==> src/rtl/des_pkg.sv <==
// Shared types and padding helpers for the 3DES byte-to-block packer.
// `DES_PACKER_PKCS5_EN selects PKCS#5 padding; otherwise blocks are zero padded.
package des_pkg;

  localparam int BLOCK_W         = 64;
  localparam int BYTE_W          = 8;
  localparam int BYTES_PER_BLOCK = 8;
  localparam int IDX_W           = $clog2(BYTES_PER_BLOCK);

  typedef logic [BLOCK_W-1:0] block_t;
  typedef logic [BYTE_W-1:0]  byte_t;
  typedef logic [IDX_W-1:0]   idx_t;

  typedef enum logic {
    ST_FILL,
    ST_PAD
  } pack_state_e;

`ifdef DES_PACKER_PKCS5_EN
  localparam bit PKCS5_EN = 1'b1;
`else
  localparam bit PKCS5_EN = 1'b0;
`endif

  function automatic byte_t pad_byte(input idx_t idx);
    return PKCS5_EN ? byte_t'(BYTES_PER_BLOCK - int'(idx)) : '0;
  endfunction

  // Slots idx..7 are overwritten, so stale bytes from an earlier block never leak out.
  function automatic block_t pad_block(input block_t blk, input idx_t idx);
    block_t res;
    res = blk;
    for (int s = 0; s < BYTES_PER_BLOCK; s++) begin
      if (s >= int'(idx)) res[BLOCK_W-BYTE_W*(s+1) +: BYTE_W] = pad_byte(idx);
    end
    return res;
  endfunction

endpackage

==> src/rtl/des_block_fifo.sv <==
// Show-ahead FIFO of 64-bit blocks with occupancy count; head reads as zero when empty.
module des_block_fifo
  import des_pkg::*;
#(
  parameter int DEPTH = 4
) (
  input  logic                   clk,
  input  logic                   rst,
  input  logic                   push,
  input  block_t                 push_data,
  input  logic                   pop,
  output block_t                 head_data,
  output logic                   head_valid,
  output logic [$clog2(DEPTH):0] count
);

  localparam int PTR_W = $clog2(DEPTH);
  localparam int CNT_W = PTR_W + 1;

  block_t             mem_q [DEPTH];
  logic [PTR_W-1:0]   wr_ptr_q, wr_ptr_d;
  logic [PTR_W-1:0]   rd_ptr_q, rd_ptr_d;
  logic [CNT_W-1:0]   count_q, count_d;
  logic               pop_fire;

  assign pop_fire = pop && (count_q != '0);

  // NOTE: an always_comb must assign every output on every path; defaults first prevent latches.
  always_comb begin
    wr_ptr_d = wr_ptr_q;
    rd_ptr_d = rd_ptr_q;
    count_d  = count_q;
    if (push)     wr_ptr_d = wr_ptr_q + 1'b1;
    if (pop_fire) rd_ptr_d = rd_ptr_q + 1'b1;
    case ({push, pop_fire})
      2'b10:   count_d = count_q + 1'b1;
      2'b01:   count_d = count_q - 1'b1;
      default: count_d = count_q;
    endcase
  end

  // NOTE: sequential state uses non-blocking assignments so every flop samples pre-edge values.
  always_ff @(posedge clk or posedge rst) begin
    if (rst) begin
      wr_ptr_q <= '0;
      rd_ptr_q <= '0;
      count_q  <= '0;
    end else begin
      wr_ptr_q <= wr_ptr_d;
      rd_ptr_q <= rd_ptr_d;
      count_q  <= count_d;
    end
  end

  // NOTE: storage is left unreset; emptiness is tracked by count_q and masks stale entries.
  always_ff @(posedge clk) begin
    if (push) mem_q[wr_ptr_q] <= push_data;
  end

  assign head_valid = (count_q != '0);
  assign head_data  = head_valid ? mem_q[rd_ptr_q] : '0;
  assign count      = count_q;

endmodule

==> src/rtl/des_block_packer.sv <==
// Packs a byte stream MSB-first into 64-bit blocks for the 3DES datapath, with flush padding.
// `DES_PACKER_PKCS5_EN selects PKCS#5 padding; the default build zero pads.
module des_block_packer
  import des_pkg::*;
#(
  parameter int DEPTH = 4
) (
  input  logic                   clk,
  input  logic                   rst,
  input  logic [BYTE_W-1:0]      byte_in,
  input  logic                   byte_valid,
  output logic                   byte_ready,
  input  logic                   flush,
  output logic [BLOCK_W-1:0]     block_data,
  output logic                   block_valid,
  input  logic                   block_ready,
  output logic [$clog2(DEPTH):0] fifo_count,
  output logic                   busy
);

  localparam int CNT_W = $clog2(DEPTH) + 1;

  pack_state_e state_q, state_d;
  idx_t        idx_q, idx_d;
  block_t      asm_q, asm_d;
  logic        push;
  block_t      push_data;
  logic        fifo_full;
  logic        pad_skip;

  assign fifo_full = (fifo_count == CNT_W'(DEPTH));
  // Zero padding has nothing to emit for an empty assembler.
  assign pad_skip  = (idx_q == '0) && !PKCS5_EN;

  always_ff @(posedge clk or posedge rst) begin
    if (rst) begin
      state_q <= ST_FILL;
      idx_q   <= '0;
      asm_q   <= '0;
    end else begin
      state_q <= state_d;
      idx_q   <= idx_d;
      asm_q   <= asm_d;
    end
  end

  always_comb begin
    state_d = state_q;
    case (state_q)
      ST_FILL: if (flush) state_d = ST_PAD;
      ST_PAD:  if (pad_skip || !fifo_full) state_d = ST_FILL;
      default: state_d = ST_FILL;
    endcase
  end

  always_comb begin
    byte_ready = 1'b0;
    push       = 1'b0;
    push_data  = asm_q;
    idx_d      = idx_q;
    asm_d      = asm_q;
    case (state_q)
      ST_FILL: begin
        byte_ready = !((idx_q == idx_t'(BYTES_PER_BLOCK - 1)) && fifo_full);
        if (byte_valid && byte_ready) begin
          asm_d[BLOCK_W-BYTE_W*(int'(idx_q)+1) +: BYTE_W] = byte_in;
          if (idx_q == idx_t'(BYTES_PER_BLOCK - 1)) begin
            push      = 1'b1;
            push_data = asm_d;
            idx_d     = '0;
          end else begin
            idx_d = idx_q + 1'b1;
          end
        end
      end
      ST_PAD: begin
        if (!pad_skip && !fifo_full) begin
          push      = 1'b1;
          push_data = pad_block(asm_q, idx_q);
          idx_d     = '0;
        end
      end
      default: ;
    endcase
  end

  assign busy = (idx_q != '0) || (state_q == ST_PAD);

  des_block_fifo #(
    .DEPTH (DEPTH)
  ) u_fifo (
    .clk        (clk),
    .rst        (rst),
    .push       (push),
    .push_data  (push_data),
    .pop        (block_ready),
    .head_data  (block_data),
    .head_valid (block_valid),
    .count      (fifo_count)
  );

endmodule

==> config.mk <==
export PLATFORM = sky130hd
export DESIGN_NAME = des_block_packer
export DESIGN_NICKNAME = d
export VERILOG_FILES = /design/src/rtl/des_pkg.sv /design/src/rtl/des_block_fifo.sv /design/src/rtl/des_block_packer.sv
export SDC_FILE = /design/constraint.sdc
export NUM_CORES = 1
export LEC_CHECK = 0
export BUFFER_PORTS_ARGS = -buffer_cell sky130_fd_sc_hd__buf_2
export CORE_ASPECT_RATIO = 0.7
export CORE_MARGIN = 5
export CORE_UTILIZATION = 40
export CTS_CLUSTER_SIZE = 24
export DETAILED_ROUTE_END_ITERATION = 12
export SYNTH_ARGS = -nofsm -noshare
export SYNTH_HDL_FRONTEND = slang
export SYNTH_SLANG_ARGS = --single-unit
export TNS_END_PERCENT = 5
==> constraint.sdc <==
create_clock -name clk -period 4.11 [get_ports clk]
set_input_delay 0.822 -clock clk [delete_from_list [all_inputs] [get_ports clk]]
set_output_delay 0.822 -clock clk [all_outputs]
set_load 0.01 [all_outputs]
==> flow_summary.yaml, run 1 <==
yosys:
  synthMuxAreaShare: 0.163
  synth-compound-area-share: 0.0378
  synth_area_per_cell_um2: 17.4
  synth_seq_cells: 331
  synth-xor-area-share: 0.00374
  yosysSeqAreaShare: 0.681
  synthFlopType: "edfxtp_1"
  yosys.area_share.simple: 0.0876
  synth_edf_count: 256
  synthDistinctLibCells: 48
  synth_area_um2: 14000
  synthCells: 809
  synthArstFlopShare: 0.227
  syn_nets: 832
  yosys.area_share.adder: 0.00944
  yosysWarnings: 0
  synth_top_family_by_area: "multiplexers"
floorplan:
  die_y_um: 167
  dieArea_um2: 39000
  start_util: 0.405
  ios: 83
  fp.coreArea_um2: 34700
  die_x_um: 234
  rows: 57
layout:
  nNetsFinal: 922
  drive_above_1_share: 0.305
  fillers: 3057
  syn_to_final_growth_pct: 13.8
  diodes: 0
  post-route-util: 0.461
  fin_area_um2: 16000
grt:
  first_global_vias: 7546
  grt_overflow: 0
  groute.usage.overall: 0.155
  antenna_found_initial: 1
  grt_pass1_wl_mm: 46.8
  grt_max_degree: 67
cts:
  post_cts_resized: 0
  clkLatencyLatePin_ns: 0.57
  cts_max_path_buffers: 3
  clkSlewWorstSetupHoldPaths_ns: 0.07
  cts.sinks: 331
  ctsHtreeMaxLevel: 1
  cts_hold_buffers: 0
  cts_setup_buffers: 0
  clock-root-buffer: "clkbuf_16"
  cts_tree: "done"
  numCtsBuffers: 31
setup_path:
  path_max_fanout: 11
  timing.critical_path.mode_cell: "inv_1"
  regToRegStartpoint: "idx_q[0]"
  required_ns: 4.60
  cp_cell_sequence: "inv_1, ha_1, nor2b_1, or3_1, nand2_1, inv_1, ha_1, inv_1, fa_1, xor2_1, nor2_1, xor2_1"
  cp_slowest_cell: "dfrtp_1"
  critical_path.max_stage_delay_ns: 0.49
  startpoint_type: "flop"
  critPathLaunch: "idx_q[0]"
  worst_setup_path_end_kind: "flop"
  cp_data_arrival_time_ns: 3.89
  criticalPathCategory: "reg -> reg"
sta:
  holdWs_ns: 0.406
  hold_viol: 0
  rsz0062_at_grt: "false"
  worst_slew_pin_slew_ns: 0.991
  fin_tns_setup_ns: 0
  slew_headroom: 0.339
  clock_skew_ns: 0.0110
  setup_viol: 0
  max_freq_ghz: 0.293
  slew_viol_final: 0
  fin_crit_ns: 3.41
  finalCritPeriodShare: 0.829
power_and_ir_drop:
  ir_drop_mv: 0.524
  power.density_cell_area_nw_per_um2: 737
  power.leakage_nw: 5.74
routing:
  vias: 7353
  first_pass_iters: 5
  ant_nets: 0
  dr.first_iter.drc_count: 590
  wire_per_inst_um: 21.7
  drc_errors: 0
  totalWireLength_mm: 30.3
  vias_per_cell: 5.28
hold_path:
  hold_path.class: "in -> async"
place:
  numPortBuffers: 82
  place_area_um2: 15000
  place_congestion: 0.839
  dp_hpwl_mm: 19.2
run_status:
  status: "complete, no violations"
run:
  drv_cap: 0
==> where the power goes <==
group | internal [mW] | total [mW] | leakage [nW] | switching, mW
registers | 4.62 | 4.95 | 3.36 | 0.330
logic | 1.86 | 4.14 | 1.93 | 2.28
clock network | 1.51 | 2.71 | 0.448 | 1.20
==> critical path, delay by kind of cell, from the launching register on <==
family                     cells  cell delay [ns]
xor gates and xnor gates       2             0.30
adders and majority gates      3             0.88
DFF                            1             0.49
and+or+nand+nor                4             1.31
buffers and inverters          3             0.33
==> stage by stage <==
stage | power (mW) | std cells | setup slack, ns
detailed placement | 9.24 | 1338 | 0.781
global route | 12.5 | 1393 | 0.429
finish | 11.8 | 1393 | 0.703
global placement | 9.19 | 1338 | 0.867
CTS | 12.0 | 1393 | 0.646
floorplan | 7.79 | 809 | 0.644
==> metal layers <==
metal | share of wire | track usage | vias to the layer above
met5 | 0 | 0 | -
met4 | 0.015 | 0.0237 | 0
met3 | 0.059 | 0.0308 | 39
met2 | 0.42 | 0.218 | 200
met1 | 0.51 | 0.255 | 3796
li1 | - | - | 3318
==> kinds of logic (layout without fill, tap and decap cells) <==
group                    count (synthesis)  in the layout
flip-flops                             331            331
AND/OR/NAND/NOR                        194            194
multiplexers                           142            142
AO/OA/AOI/OAI                           72             72
buffers and inverters                   54            166
adder cells (fa/ha/maj)                 10             10
XOR/XNOR                                 6              6
==> cell type report <==
| cell class | instances | area [um^2] | share of cell area |
|---|---|---|---|
| Inverter | 12 | 45.0 | 0.00282 |
| Clock buffer | 38 | 802 | 0.0502 |
| Timing Repair Buffer | 99 | 601 | 0.0376 |
| Clock inverter | 17 | 140 | 0.00876 |
| Tap cell | 472 | 591 | 0.0369 |
| Sequential cell | 331 | 9570 | 0.598 |
| Multi-Input combinational cell | 424 | 4240 | 0.265 |
==> placed cells by master (no fill, tap or decap), types with 3 or more instances in the layout <==
cell type   Yosys  final
nand3_1        11     11
a22o_1         38     38
dfrtp_1        75     73
buf_12          0      5
clkinv_1        0      8
nor2b_1         3      3
ha_1            9      9
nor2_1         32     32
inv_1          12     11
edfxtp_1      256    256
mux2_2         47     47
mux2_1          8      8
xor2_1          3      3
nand2b_1        3      3
nor4_4          5      5
xnor2_1         3      3
o21ai_0        18     18
or3_1           8      7
clkbuf_1       25      7
nand2_1        25     25
nor3_2          3      3
mux2i_1        23     23
nor3_4          3      3
a21oi_1        10     10
clkbuf_16       0     31
and2_2          0      4
and2_1         86     82
buf_4           1     12
mux4_2         64     64
clkinvlp_4      0      3
buf_2           8     82
==> final timing paths <==
check | cells past startpoint | slack (ns) | to
worst max-delay path | 12 | 0.70 | u_fifo.count[2]
worst min-delay path | 2 | 0.41 | asm_q[24]
worst max register to register | 12 | 0.70 | u_fifo.count[2]
worst min register to register | 1 | 0.49 | asm_q[7]
max in group asynchronous | 3 | 2.99 | asm_q[53]
min in group clk | 1 | 0.49 | asm_q[7]
==> cell usage after synthesis, drive strengths merged (7+ instances only) <==
library cell | instances | area (um^2)
edfxtp | 256 | 7690
and2 | 86 | 538
dfrtp | 75 | 1880
mux4 | 64 | 1440
mux2 | 55 | 619
a22o | 38 | 333
nor2 | 34 | 138
clkbuf | 25 | 93.8
nand2 | 25 | 93.8
mux2i | 23 | 230
o21ai | 18 | 90.1
buf | 17 | 108
inv | 12 | 45.0
a21oi | 11 | 58.8
nand3 | 11 | 55.1
ha | 9 | 113
or3 | 8 | 50.1
nor3 | 7 | 83.8
nor4 | 7 | 131
==> registers in the layout, indices dropped and copies added, names as in the netlist <==
signal / flops
u_fifo.wr_ptr_q: 2
u_fifo.count: 3
asm_q: 64
u_fifo.mem_q: 256
idx_q: 3
state_q: 1
u_fifo.rd_ptr_q: 2
Note: power is estimated with default switching activity, not from simulation.
==> inputs of run 2 (changes only) <==
ABC_AREA = 1   (was default)
clock period = 3.1 ns   (was 4.11 ns; I/O delays follow)
==> flow_summary.yaml, run 2 <==
cts:
  clkSlewWorstSetupHoldPaths_ns: 0.06
  cts_hold_buffers: 0
  cts_setup_buffers: 0
  clock-root-buffer: "clkbuf_16"
  ctsHtreeMaxLevel: 2
  cts_tree: "done"
  cts.sinks: 331
  cts_max_path_buffers: 3
  clkLatencyLatePin_ns: 0.52
  post_cts_resized: 0
  numCtsBuffers: 35
routing:
  drc_errors: 0
  vias: 11900
  vias_per_cell: 5.06
  totalWireLength_mm: 40.0
  ant_nets: 0
  dr.first_iter.drc_count: 1044
  first_pass_iters: 5
  wire_per_inst_um: 17.0
setup_path:
  startpoint_type: "flop"
  criticalPathCategory: "reg -> reg"
  cp_slowest_cell: "dfrtp_1"
  worst_setup_path_end_kind: "flop"
  reg2reg_depth: 14
  cp_data_arrival_time_ns: 3.21
  timing.critical_path.mode_cell: "inv_1"
  reg2reg_to: "u_fifo.count[2]"
  critical_path.max_stage_delay_ns: 0.47
  reg2reg_slack_ns: 0.28
  path_max_fanout: 7
  regToRegStartpoint: "idx_q[1]"
  cp_cell_sequence: "inv_1, ha_1, inv_1, nor2_1, nor2_1, nand2_1, nand2_2, inv_2, ha_1, inv_1, fa_1, a21oi_1, o21ai_0, xor2_1"
  required_ns: 3.49
power_and_ir_drop:
  p_total_mw: 18.4
  ir_drop_mv: 0.634
  power.leakage_nw: 7.57
  power.density_cell_area_nw_per_um2: 1040
layout:
  nNetsFinal: 1819
  largestRegisters: "u_fifo.mem_q x256, asm_q x64"
  final_common_cell: "nand2_1"
  mostFrequentLayoutCells: "nand2_1 (471), nor2_1 (325), edfxtp_1 (256)"
  syn_to_final_growth_pct: 14.1
  post-route-util: 0.463
  ff_latch_area_um2: 9570
  multi_input_area_um2: 5220
  diodes: 0
  largest_reg_flops: 256
  largest_register: "u_fifo.mem_q"
  drive_above_1_share: 0.104
  fillers: 3647
yosys:
  synthFlopType: "edfxtp_1"
  synth_seq_cells: 331
  synth_area_per_cell_um2: 8.98
  yosysSeqAreaShare: 0.613
  synth_area_um2: 15600
  synth_area_leaders: "edfxtp_1 (49%), dfrtp_1 (12%), nand2_1 (11%)"
  synth_top_cell_by_area: "edfxtp_1"
  syn_nets: 1760
  synthCells: 1737
  synth.top_cell.area_share: 0.493
  yosysWarnings: 0
  synth_commonest_cells: "nand2_1 (471), nor2_1 (329), edfxtp_1 (256)"
  synthArstFlopShare: 0.227
  synthDistinctLibCells: 29
  synth_edf_count: 256
  yosysMostFrequentCell: "nand2_1"
grt:
  first_global_vias: 11200
  grt_pass1_wl_mm: 63.7
  antenna_found_initial: 0
  grt_overflow: 0
  groute.usage.overall: 0.185
  busiest_layer: "met2"
  met2_usage: 0.287
  grt_use_met3: 0.0361
  grt_max_degree: 96
  use_met1: 0.272
run:
  drv_cap: 0
sta:
  slew_headroom: 0.531
  finalCritPeriodShare: 0.910
  setup_viol: 0
  rsz0062_at_grt: "false"
  max_freq_ghz: 0.355
  slew_viol_final: 0
  worst_slew_pin_slew_ns: 0.702
  fin_tns_setup_ns: 0
  clock_skew_ns: 0.0164
  fin_crit_ns: 2.82
  hold_viol: 0
floorplan:
  dieArea_um2: 43100
  rows: 60
  die_y_um: 175
  die_x_um: 246
  ios: 83
  start_util: 0.406
  fp.coreArea_um2: 38400
hold_path:
  hold_path.class: "in -> async"
place:
  dp_hpwl_mm: 24.6
  numPortBuffers: 82
  place_congestion: 0.917
run_status:
  status: "complete, no violations"
## run 2: cell count changes in the layout (fill, tap and decap cells not counted), sizes merged, moves of 13 or more
| cell | delta |
|---|---|
| nand2 | +448 |
| nor2 | +301 |
| o21ai | +189 |
| inv | +97 |
| and2 | -86 |
| a21oi | +64 |
| mux4 | -64 |
| nand3 | +59 |
| mux2 | -55 |
| a22o | -37 |
| nand4 | +27 |
| mux2i | -23 |
| clkbuf | +14 |
| buf | +13 |
## run 2: per-stage QoR
step | cell area, um^2 | setup WS [ns] | cells | hold slack, ns
finish | 17800 | 0.279 | 2349 | 0.154
CTS | 17800 | 0.229 | 2349 | 0.195
detailed placement | 16600 | 0.348 | 2286 | 0.475
global placement | 16600 | 0.368 | 2286 | 0.468
floorplan | 15600 | -0.351 | 1737 | 0.453
global route | 17800 | 0.0250 | 2349 | 0.199
## run 2: worst max path at each step
stage / slack, ns / from / end / depth (start not counted)
floorplan: -0.35 / idx_q[1] / u_fifo.mem_q[0][0] / 9
global placement: 0.37 / idx_q[1] / u_fifo.count[2] / 14
detailed placement: 0.35 / idx_q[1] / u_fifo.count[2] / 14
CTS: 0.23 / u_fifo.rd_ptr_q[1] / block_data[24] / 6
global route: 0.02 / idx_q[1] / u_fifo.count[2] / 14
finish: 0.28 / idx_q[1] / u_fifo.count[2] / 14
## run 2: logic make-up (layout without fill, tap and decap cells)
| kind of cell | count (synthesis) | count (layout) | synth area share |
|---|---|---|---|
| and+or+nand+nor | 906 | 906 | 0.231 |
| adders and majority gates | 10 | 10 | 0.00850 |
| buffers and inverters | 203 | 288 | 0.0542 |
| xor gates and xnor gates | 3 | 3 | 0.00169 |
| AOI/OAI and AO/OA | 284 | 284 | 0.0917 |
| DFF | 331 | 331 | 0.613 |
## run 2: routing by layer
layer / part of all wire / up-vias
met5: 0 / -
met4: 0.016 / 0
met3: 0.059 / 43
met2: 0.46 / 290
met1: 0.47 / 5684
li1: - / 5867
## run 2: where the power goes
| group | internal, mW | switching (mW) | total (mW) | leakage [nW] |
|---|---|---|---|---|
| registers | 6.13 | 0.432 | 6.56 | 3.36 |
| clock network | 2.49 | 1.70 | 4.20 | 0.562 |
| logic | 2.36 | 5.30 | 7.67 | 3.64 |
## run 2: area by class of cell
class	instances	share of cell area
clock inverter	11	0.00584
sequential	331	0.538
clock buffer	52	0.0586
multi-input combinational	1203	0.293
timing repair buffer	112	0.0435
tap	527	0.0371
inverter	113	0.0238
## run 2: worst max-delay path: cells and delay by family, from the launching register on
kind                     cells  cell delay [ns]
flip-flops                   1             0.47
AND/OR/NAND/NOR              4             0.52
AO/OA/AOI/OAI                2             0.28
adder cells (fa/ha/maj)      3             0.73
buffers and inverters        4             0.51
XOR/XNOR                     1             0.15
==> inputs of run 3 (changes only) <==
CORE_MARGIN = 4   (was 5)
==> flow_summary.yaml, run 3 (synthesis gave the netlist of run 2 again) <==
place:
  dpl_worst_slack_ns: 0.352
  place_congestion: 0.894
  place_area_um2: 16600
  numPortBuffers: 82
  dp_hpwl_mm: 24.3
cts:
  clkSlewWorstSetupHoldPaths_ns: 0.06
  numCtsBuffers: 34
  clock-root-buffer: "clkbuf_16"
  cts.sinks: 331
  cts_max_path_buffers: 3
  cts_setup_buffers: 0
  cts_tree: "done"
  post_cts_resized: 0
  ctsHtreeMaxLevel: 2
  clkLatencyLatePin_ns: 0.52
  cts_hold_buffers: 0
sta:
  holdWs_ns: 0.172
  worst_slew_pin_slew_ns: 0.649
  max_freq_ghz: 0.345
  setup_viol: 0
  hold_viol: 0
  rsz0062_at_grt: "false"
  clock_skew_ns: 0.0139
  finalCritPeriodShare: 0.934
  fin_crit_ns: 2.90
  slew_headroom: 0.567
  slew_viol_final: 0
  finalWorstSetupSlack_ns: 0.204
layout:
  nNetsFinal: 1813
  largest_reg_flops: 256
  fillers: 3641
  largest_register: "u_fifo.mem_q"
  diodes: 0
  post-route-util: 0.462
  syn_to_final_growth_pct: 13.9
  final_common_cell: "nand2_1"
  mostFrequentLayoutCells: "nand2_1 (471), nor2_1 (325), edfxtp_1 (256)"
  largestRegisters: "u_fifo.mem_q x256, asm_q x64"
  fin_area_um2: 17800
  drive_above_1_share: 0.0997
floorplan:
  die_y_um: 173
  fp.coreArea_um2: 38400
  dieArea_um2: 42300
  ios: 83
  die_x_um: 244
  start_util: 0.406
  rows: 60
setup_path:
  worst_setup_path_end_kind: "primary output"
  criticalPathCategory: "reg -> out"
  path_max_fanout: 57
  cp_data_arrival_time_ns: 2.28
  required_ns: 2.48
  reg2reg_depth: 14
  startpoint_type: "flop"
grt:
  antenna_found_initial: 0
  grt_overflow: 0
  groute.usage.overall: 0.186
  grt_max_degree: 96
  first_global_vias: 10900
  grt_pass1_wl_mm: 62.8
hold_path:
  hold_path.class: "in -> async"
routing:
  ant_nets: 0
  vias_per_cell: 5.06
  drc_errors: 0
  dr.first_iter.drc_count: 1052
  totalWireLength_mm: 40.2
  wire_per_inst_um: 17.2
  vias: 11800
  first_pass_iters: 5
power_and_ir_drop:
  power.density_cell_area_nw_per_um2: 1030
  ir_drop_mv: 0.599
  power.leakage_nw: 7.54
run:
  drv_cap: 0
run_status:
  status: "complete, no violations"
## run 3: cell types whose count changed in the layout (fill, tap and decap cells not counted), sizes merged
cell and change:
clkbuf -4, bufinv +1, clkinv +2, buf -5, clkinvlp -1
## run 3: report_power, final
group	switching, mW	leakage [nW]	internal (mW)
registers	0.404	3.36	6.13
logic	5.35	3.63	2.33
clock network	1.66	0.553	2.47
## run 3: worst paths after layout
kind | start | endpoint | slack [ns]
setup reg to reg | idx_q[1] | u_fifo.count[2] | 0.31
setup / recovery | u_fifo.rd_ptr_q[0] | block_data[35] | 0.20
min in group clk | flush | state_q | 0.37
max in group asynchronous | rst | asm_q[45] | 2.26
hold / removal | rst | u_fifo.wr_ptr_q[0] | 0.17
hold reg to reg | asm_q[30] | asm_q[30] | 0.49
## run 3: layer usage
layer / GRT usage / up-vias / part of all wire
met5: 0.0113 / - / 0
met1: 0.278 / 5658 / 0.48
met2: 0.289 / 289 / 0.45
met4: 0.0368 / 0 / 0.012
met3: 0.0288 / 42 / 0.056
li1: - / 5855 / -
## run 3: area by class of cell
class | instances | area (um^2) | area share
Clock buffer | 48 | 987 | 0.0556
Clock inverter | 13 | 139 | 0.00782
Inverter | 113 | 424 | 0.0239
Multi-Input combinational cell | 1203 | 5220 | 0.294
Sequential cell | 331 | 9570 | 0.539
Tap cell | 527 | 659 | 0.0371
Timing Repair Buffer | 107 | 773 | 0.0435
## run 3: through the flow
| stage | setup TNS [ns] | cells | power, mW |
|---|---|---|---|
| after global placement | 0 | 2281 | 14.2 |
| final | 0 | 2342 | 18.4 |
| after floorplan | -89.91 | 1737 | 11.6 |
| after detailed placement | 0 | 2281 | 14.4 |
| after global routing | 0 | 2342 | 19.7 |
| after CTS | 0 | 2342 | 18.5 |
## run 3: critical path, stage by stage (launching register included)
cell	delay [ns]
dfrtp_4	0.51
inv_2	0.09
buf_4	0.45
o21ai_0	0.18
a21oi_1	0.27
buf_2	0.18
